`config.mk`:
```
export PLATFORM = sky130hd
export DESIGN_NAME = shifter_unit
export DESIGN_NICKNAME = d
export VERILOG_FILES = /design/src/rtl/shifter_unit.sv
export SDC_FILE = /design/constraint.sdc
export NUM_CORES = 1
export LEC_CHECK = 0
export CORE_ASPECT_RATIO = 2
export CORE_MARGIN = 10
export CORE_UTILIZATION = 55
export DETAILED_ROUTE_END_ITERATION = 12
export PLACE_DENSITY = 0.89
export SYNTH_ARGS = -nofsm -noshare
export SYNTH_HDL_FRONTEND = slang
export SYNTH_SLANG_ARGS = --single-unit
```
`constraint.sdc`:
```
create_clock -name clk -period 1 [get_ports clk]
set_input_delay 0.1 -clock clk [delete_from_list [all_inputs] [get_ports clk]]
set_output_delay 0.1 -clock clk [all_outputs]
set_load 0.02 [all_outputs]
```
`src/rtl/shifter_unit.sv`:
```
// 32-bit registered barrel shifter: SLL, SRL, SRA and ROTR with one cycle of latency.
// All modes share one right-shifting log barrel; SLL bit-reverses around it.
module shifter_unit #(
    parameter int unsigned WIDTH = 32,
    parameter int unsigned SHW   = 5
) (
    input  logic             clk,
    input  logic             reset,
    input  logic             in_valid,
    input  logic [WIDTH-1:0] data,
    input  logic [SHW-1:0]   num,
    input  logic [1:0]       shift_type,
    output logic [WIDTH-1:0] result,
    output logic             out_valid
);

    typedef enum logic [1:0] {
        ShSll  = 2'b00,
        ShSrl  = 2'b01,
        ShSra  = 2'b10,
        ShRotr = 2'b11
    } shift_e;

    localparam int W = WIDTH;

    logic                      is_left;
    logic                      is_rot;
    logic                      fill;
    logic [WIDTH-1:0]          reversed_in;
    logic [WIDTH-1:0]          barrel_out;
    logic [WIDTH-1:0]          shift_res;
    logic [SHW:0][WIDTH-1:0]   stage;

    always_comb begin
        is_left = (shift_e'(shift_type) == ShSll);
        is_rot  = (shift_e'(shift_type) == ShRotr);
        fill    = (shift_e'(shift_type) == ShSra) & data[WIDTH-1];

        reversed_in = '0;
        for (int i = 0; i < W; i++) begin
            reversed_in[i] = data[W-1-i];
        end

        stage    = '0;
        stage[0] = is_left ? reversed_in : data;
        // Stage s moves bits down by 2**s; bits falling off the top take the fill
        // bit, or wrap around from the bottom when rotating.
        for (int s = 0; s < SHW; s++) begin
            for (int i = 0; i < W; i++) begin
                if (!num[s]) begin
                    stage[s+1][i] = stage[s][i];
                end else if (i + (1 << s) < W) begin
                    stage[s+1][i] = stage[s][i + (1 << s)];
                end else begin
                    stage[s+1][i] = is_rot ? stage[s][i + (1 << s) - W] : fill;
                end
            end
        end

        barrel_out = stage[SHW];
        shift_res  = barrel_out;
        if (is_left) begin
            for (int i = 0; i < W; i++) begin
                shift_res[i] = barrel_out[W-1-i];
            end
        end
    end

    always_ff @(posedge clk or posedge reset) begin
        if (reset) begin
            result    <= '0;
            out_valid <= 1'b0;
        end else begin
            out_valid <= in_valid;
            if (in_valid) begin
                result <= shift_res;
            end
        end
    end

endmodule

```
==> metrics.md, run 1 <==
| Metric | Value |
|---|---|
| Status | `did not finish` |
| Last stage | `5_1_grt` |
| Error message | `[ERROR DPL-0038] Utilization greater than 100%, impossible to legalize` |
| Die height | `147 µm` |
| Async SR Flop Fraction | `100%` |
| Cell with the most instances after synthesis | `nand2_1` |
| Core Rows | `46` |
| Distinct cells, synth | `68` |
| DIE WIDTH | `83.4 µm` |
| Cts bufs inserted | `5` |
| Synth area leader | `dfrtp_1` |
| Top cells by count, synth | `nand2_1 (61), mux4_2 (35), clkbuf_1 (33), dfrtp_1 (33), nor2_1 (33)` |
| Seq cells post-synth | `33` |
| Top cell type's share of synthesized area | `18.7%` |
| H-Tree Depth | `2` |
| Clock tree buffer depth | `2` |
| Compound-Gate Fraction of Synth Area | `32.2%` |
| Cells after Synth | `501` |
| Mux cell area share after synthesis | `25.3%` |
| Sequential element share of the synthesized area | `18.7%` |
| # port buffers | `74` |
| Syn nets | `543` |
| IO Pins | `75` |
| Starting density of the core | `56.1%` |
| Syn_area_per_cell | `8.83 µm²` |
| Dpl hpwl | `17.5 mm` |
| Synth Flop Type | `dfrtp_1` |
| Number of synthesized flops with an enable pin | `0` |
| GRT worst endpoint | `result[30]$_DFFE_PP0P_/D` |
| Final GP Congestion | `1.30` |
| Top post-synthesis cells by area | `dfrtp_1 (19%), mux4_2 (18%), nand2_1 (5.2%), a22oi_1 (4.8%), mux4_1 (4.2%)` |
| Synth Area in Adders | `0%` |
| XOR/XNOR share of the synthesized area | `0.198%` |
| Clock sink count | `33` |
| Post-Synthesis Cell Area | `4420 µm²` |
| Hold buffers post-CTS | `0` |
| Simple-gate share of the synthesized area | `17.2%` |
| Clock Tree Root | `clkbuf_16` |
| Worst EP kind | `register input` |
| Yosys warns | `0` |
| Largest family of logic cells by synthesized area | `compound AO/OA/AOI/OAI gates` |
| Largest net degree at the start of global routing | `34` |
-- logic make-up after synthesis --
group,count (synthesis)
AOI/OAI and AO/OA,191
xor gates and xnor gates,1
buffers and inverters,62
DFF,33
muxes,56
and+or+nand+nor,158
-- through the flow --
stage	utilization, %	setup WS (ns)	hold slack [ns]	instances	instance area [µm²]
2_1_floorplan	-	-1.46	0.131	501	4480
3_3_place_gp	84.3	-1.96	0.453	818	6650
3_5_place_dp	84.3	-2.08	0.485	818	6650
4_1_cts	90.9	-1.24	0.190	842	7160
-- timing repair --
item                       4_1_cts
buffers inserted                16
cloned                           2
resized for setup              282
setup endpoints to repair       65
pin swaps                       37
==> inputs of run 2 (changes only) <==
==> config.mk (replaced) <==
export PLATFORM = sky130hd
export DESIGN_NAME = shifter_unit
export DESIGN_NICKNAME = d
export VERILOG_FILES = /design/src/rtl/shifter_unit.sv
export SDC_FILE = /design/constraint.sdc
export NUM_CORES = 1
export LEC_CHECK = 0
export CORE_MARGIN = 10
export CORE_UTILIZATION = 40
export DETAILED_ROUTE_END_ITERATION = 12
export PLACE_DENSITY_LB_ADDON = 0.15
export SYNTH_ARGS = -nofsm -noshare
export SYNTH_HDL_FRONTEND = slang
export SYNTH_SLANG_ARGS = --single-unit
==> run 2 against run 1 <==
  * Synthesized cell count did not move
  * Synthesized area did not move
  * The flow now finishes, with violations (setup timing)
==> metrics.md, run 2 <==
| Metric | Value |
|---|---|
| Status | `finished with violations` |
| Failing checks | `setup timing` |
| Arrival @ worst endpoint | `2.37 ns` |
| Area of the die | `15,700 µm²` |
| Cts bufs inserted | `5 (unchanged)` |
| Syn_area_per_cell | `8.83 µm² (unchanged)` |
| First-pass GRT wire length | `33.5 mm` |
| Worst clock skew | `0 ns` |
| Routed length on met3 | `1.52 mm` |
| Peak supply drop | `1.00 mV` |
| Worst Hold Class | `in2async` |
| Crit path top cell by count | `mux4_2` |
| Worst path slowest cell | `mux4_2` |
| Area delta synth->final | `70.1%` |
| Relative slew margins | `63.8%` |
| Core box area | `10,800 µm²` |
| Final setup viols | `32` |
| Largest net degree at the start of global routing | `34` |
| Synth Area in Adders | `0% (unchanged)` |
| DRT antenna net count | `0` |
| Cell with the most instances after synthesis | `nand2_1` |
| Most frequent cells in the layout | `buf_4 (201), nand2_1 (44), mux4_2 (42)` |
| H-Tree Depth | `2 (unchanged)` |
| Final GP Congestion | `1.04 (-20%)` |
| Vias | `5,788` |
| Syn nets | `543 (unchanged)` |
| Avg WL per Cell | `23.8 µm` |
| Number of global-route vias before repair | `5,915` |
| Post-Synthesis Cell Area | `4420 µm² (unchanged)` |
| Layout cell share with drive strength beyond 1 | `57.8%` |
| Critical path class | `in2reg` |
| Crit. End Element | `flop` |
| Final WS setup | `-1.19 ns` |
| Initial antenna violation count | `0` |
| Clock sink count | `33 (unchanged)` |
| Final Hold Viols | `0` |
| Largest registers | `result x32, out_valid x1` |
| Worst Max-Slew Pin Slew | `0.543 ns` |
| IO Pins | `75 (unchanged)` |
| Worst Hold Slack | `0.139 ns` |
| Clock tree buffer depth | `2 (unchanged)` |
| Lkg Pwr | `3.27 nW` |
| TritonCTS clock tree | `built` |
| # diodes | `0` |
| Core Rows | `38 (-17%)` |
| Synth Flop Type | `dfrtp_1` |
| Mux cell area share after synthesis | `25.3% (unchanged)` |
| Starting density of the core | `40.8% (-15 points)` |
| Commonest non-fill, non-tap cell in the layout | `buf_4` |
| Fin Setup TNS | `-34.74 ns` |
| Distinct cells, synth | `68 (unchanged)` |
| Top post-synthesis cells by area | `dfrtp_1 (19%), mux4_2 (18%), nand2_1 (5.2%), a22oi_1 (4.8%), mux4_1 (4.2%)` |
| Simple-gate share of the synthesized area | `17.2% (unchanged)` |
| Yosys warns | `0 (unchanged)` |
| Synth area leader | `dfrtp_1` |
| Seq cells post-synth | `33 (unchanged)` |
| Largest family of logic cells by synthesized area | `compound AO/OA/AOI/OAI gates` |
| GRT overflow | `0` |
| Cells after Synth | `501 (unchanged)` |
| Total Routing Usage GR | `26.2%` |
| DIE WIDTH | `125 µm (+50%)` |
| Clock Pin Slew Worst Setup and Hold Paths | `0.07 ns` |
| Worst EP required | `1.18 ns` |
| Max cap viols | `0` |
| DRT Wirelength | `21.6 mm` |
| # nets final | `809` |
| CP max FO | `6` |
| Die height | `125 µm (-15%)` |
| # port buffers | `74 (unchanged)` |
| Worst skew pair latency | `0.29 ns` |
| CP Cell Sequence | `buf_12 > nor2_8 > buf_6 > mux4_2 > mux4_2 > mux4_2 > a22oi_2 > o31ai_1` |
| Max Clk Rate | `456 MHz` |
| Final Max Slew Viols | `0` |
| Wire length on met1 | `8.56 mm` |
| Compound-Gate Fraction of Synth Area | `32.2% (unchanged)` |
| Number of synthesized flops with an enable pin | `0 (unchanged)` |
| Crit path largest cell delay | `0.56 ns` |
| Fill cell count | `910` |
| Max FFs per register | `32` |
| Post-route DRC violation count | `0` |
| Dpl hpwl | `16.4 mm (-6.2%)` |
| Startpoint types | `input pin` |
| Top cells by count, synth | `nand2_1 (61), mux4_2 (35), clkbuf_1 (33), dfrtp_1 (33), nor2_1 (33)` |
| Final period util | `219%` |
| WL met2 | `10.5 mm` |
| Power Density | `997 nW/µm²` |
| RSZ-0062 raised after global routing | `yes` |
| Top reg by flops | `result` |
| Final min period | `2.19 ns` |
| Top cell type's share of synthesized area | `18.7% (unchanged)` |
| DR iter-0 viols | `537` |
| Max layer used | `met4` |
| Sequential element share of the synthesized area | `18.7% (unchanged)` |
| XOR/XNOR share of the synthesized area | `0.198% (unchanged)` |
| DR vias/cell | `6.38` |
| Async SR Flop Fraction | `100% (unchanged)` |
| Drt pass-1 iters | `5` |
| Clock Tree Root | `clkbuf_8` |
[run 2: cell counts after synthesis]
Identical to the previous run, type by type.
[run 2: per-stage QoR]
stage	cells	total power [W]	instance area [µm²]	util, %	setup WS, ns
after CTS	903	0.00729	7390	68.2	-1.16
after global placement	868	0.00587	6700	61.8	-2.04
after detailed placement	868	0.00591	6700	61.8	-2.05
after floorplan	501	0.00372	4480	-	-1.46
final	907	0.00751	7530	69.4	-1.19
after global routing	907	0.00783	7530	69.4	-1.24
[run 2: critical path, delay by kind of cell]
family | cells | cell delay [ns]
AO/OA/AOI/OAI | 2 | 0.25
buffers and inverters | 2 | 0.25
multiplexers | 3 | 1.62
AND/OR/NAND/NOR | 1 | 0.15
[run 2: area by class of cell]
type | count | area [µm²] | share of cell area (%)
Clock buffer | 7 | 86.3 | 1.15
Inverter | 14 | 53.8 | 0.715
Multi-Input combinational cell | 407 | 3910 | 52.0
Sequential cell | 33 | 826 | 11.0
Tap cell | 140 | 175 | 2.33
Timing Repair Buffer | 306 | 2470 | 32.9
[run 2: report_power, final]
group | switching, W | internal [W]
sequential | 0.0000987 | 0.00155
clock | 0.000506 | 0.000546
combinational | 0.00248 | 0.00233
[run 2: cells by family after synthesis]
logic type / Yosys count
simple gates: 158
buf+inv: 62
mux: 56
xor+xnor: 1
compound gates: 191
flops: 33
[run 2: per-layer routing]
metal	vias to the layer above	GRT usage [%]
li1	2576	-
met1	2831	31.4
met2	306	44.5
met3	75	4.44
met4	0	13.0
met5	-	0
[run 2: path summary, 6_finish.rpt]
kind                            slack, ns    endpoint     startpoint  cells after the start
worst max-delay path                -1.19  result[30]  shift_type[1]                      8
worst min register to register       0.54   result[3]      result[3]                      2
worst min-delay path                 0.14  result[27]          reset                      3
max in group asynchronous            0.66   out_valid          reset                      3
worst max register to register       0.07  result[22]     result[22]                      3
min in group clk                     0.41  result[21]  shift_type[0]                      4
[run 2: what timing repair did]
item	CTS	global route
gates cloned	3	0
hold buffers	0	0
setup endpoints to repair	65	32
pin swaps	64	27
resized for setup	324	21
setup buffers	26	5
(Power assumes the default switching activity.)
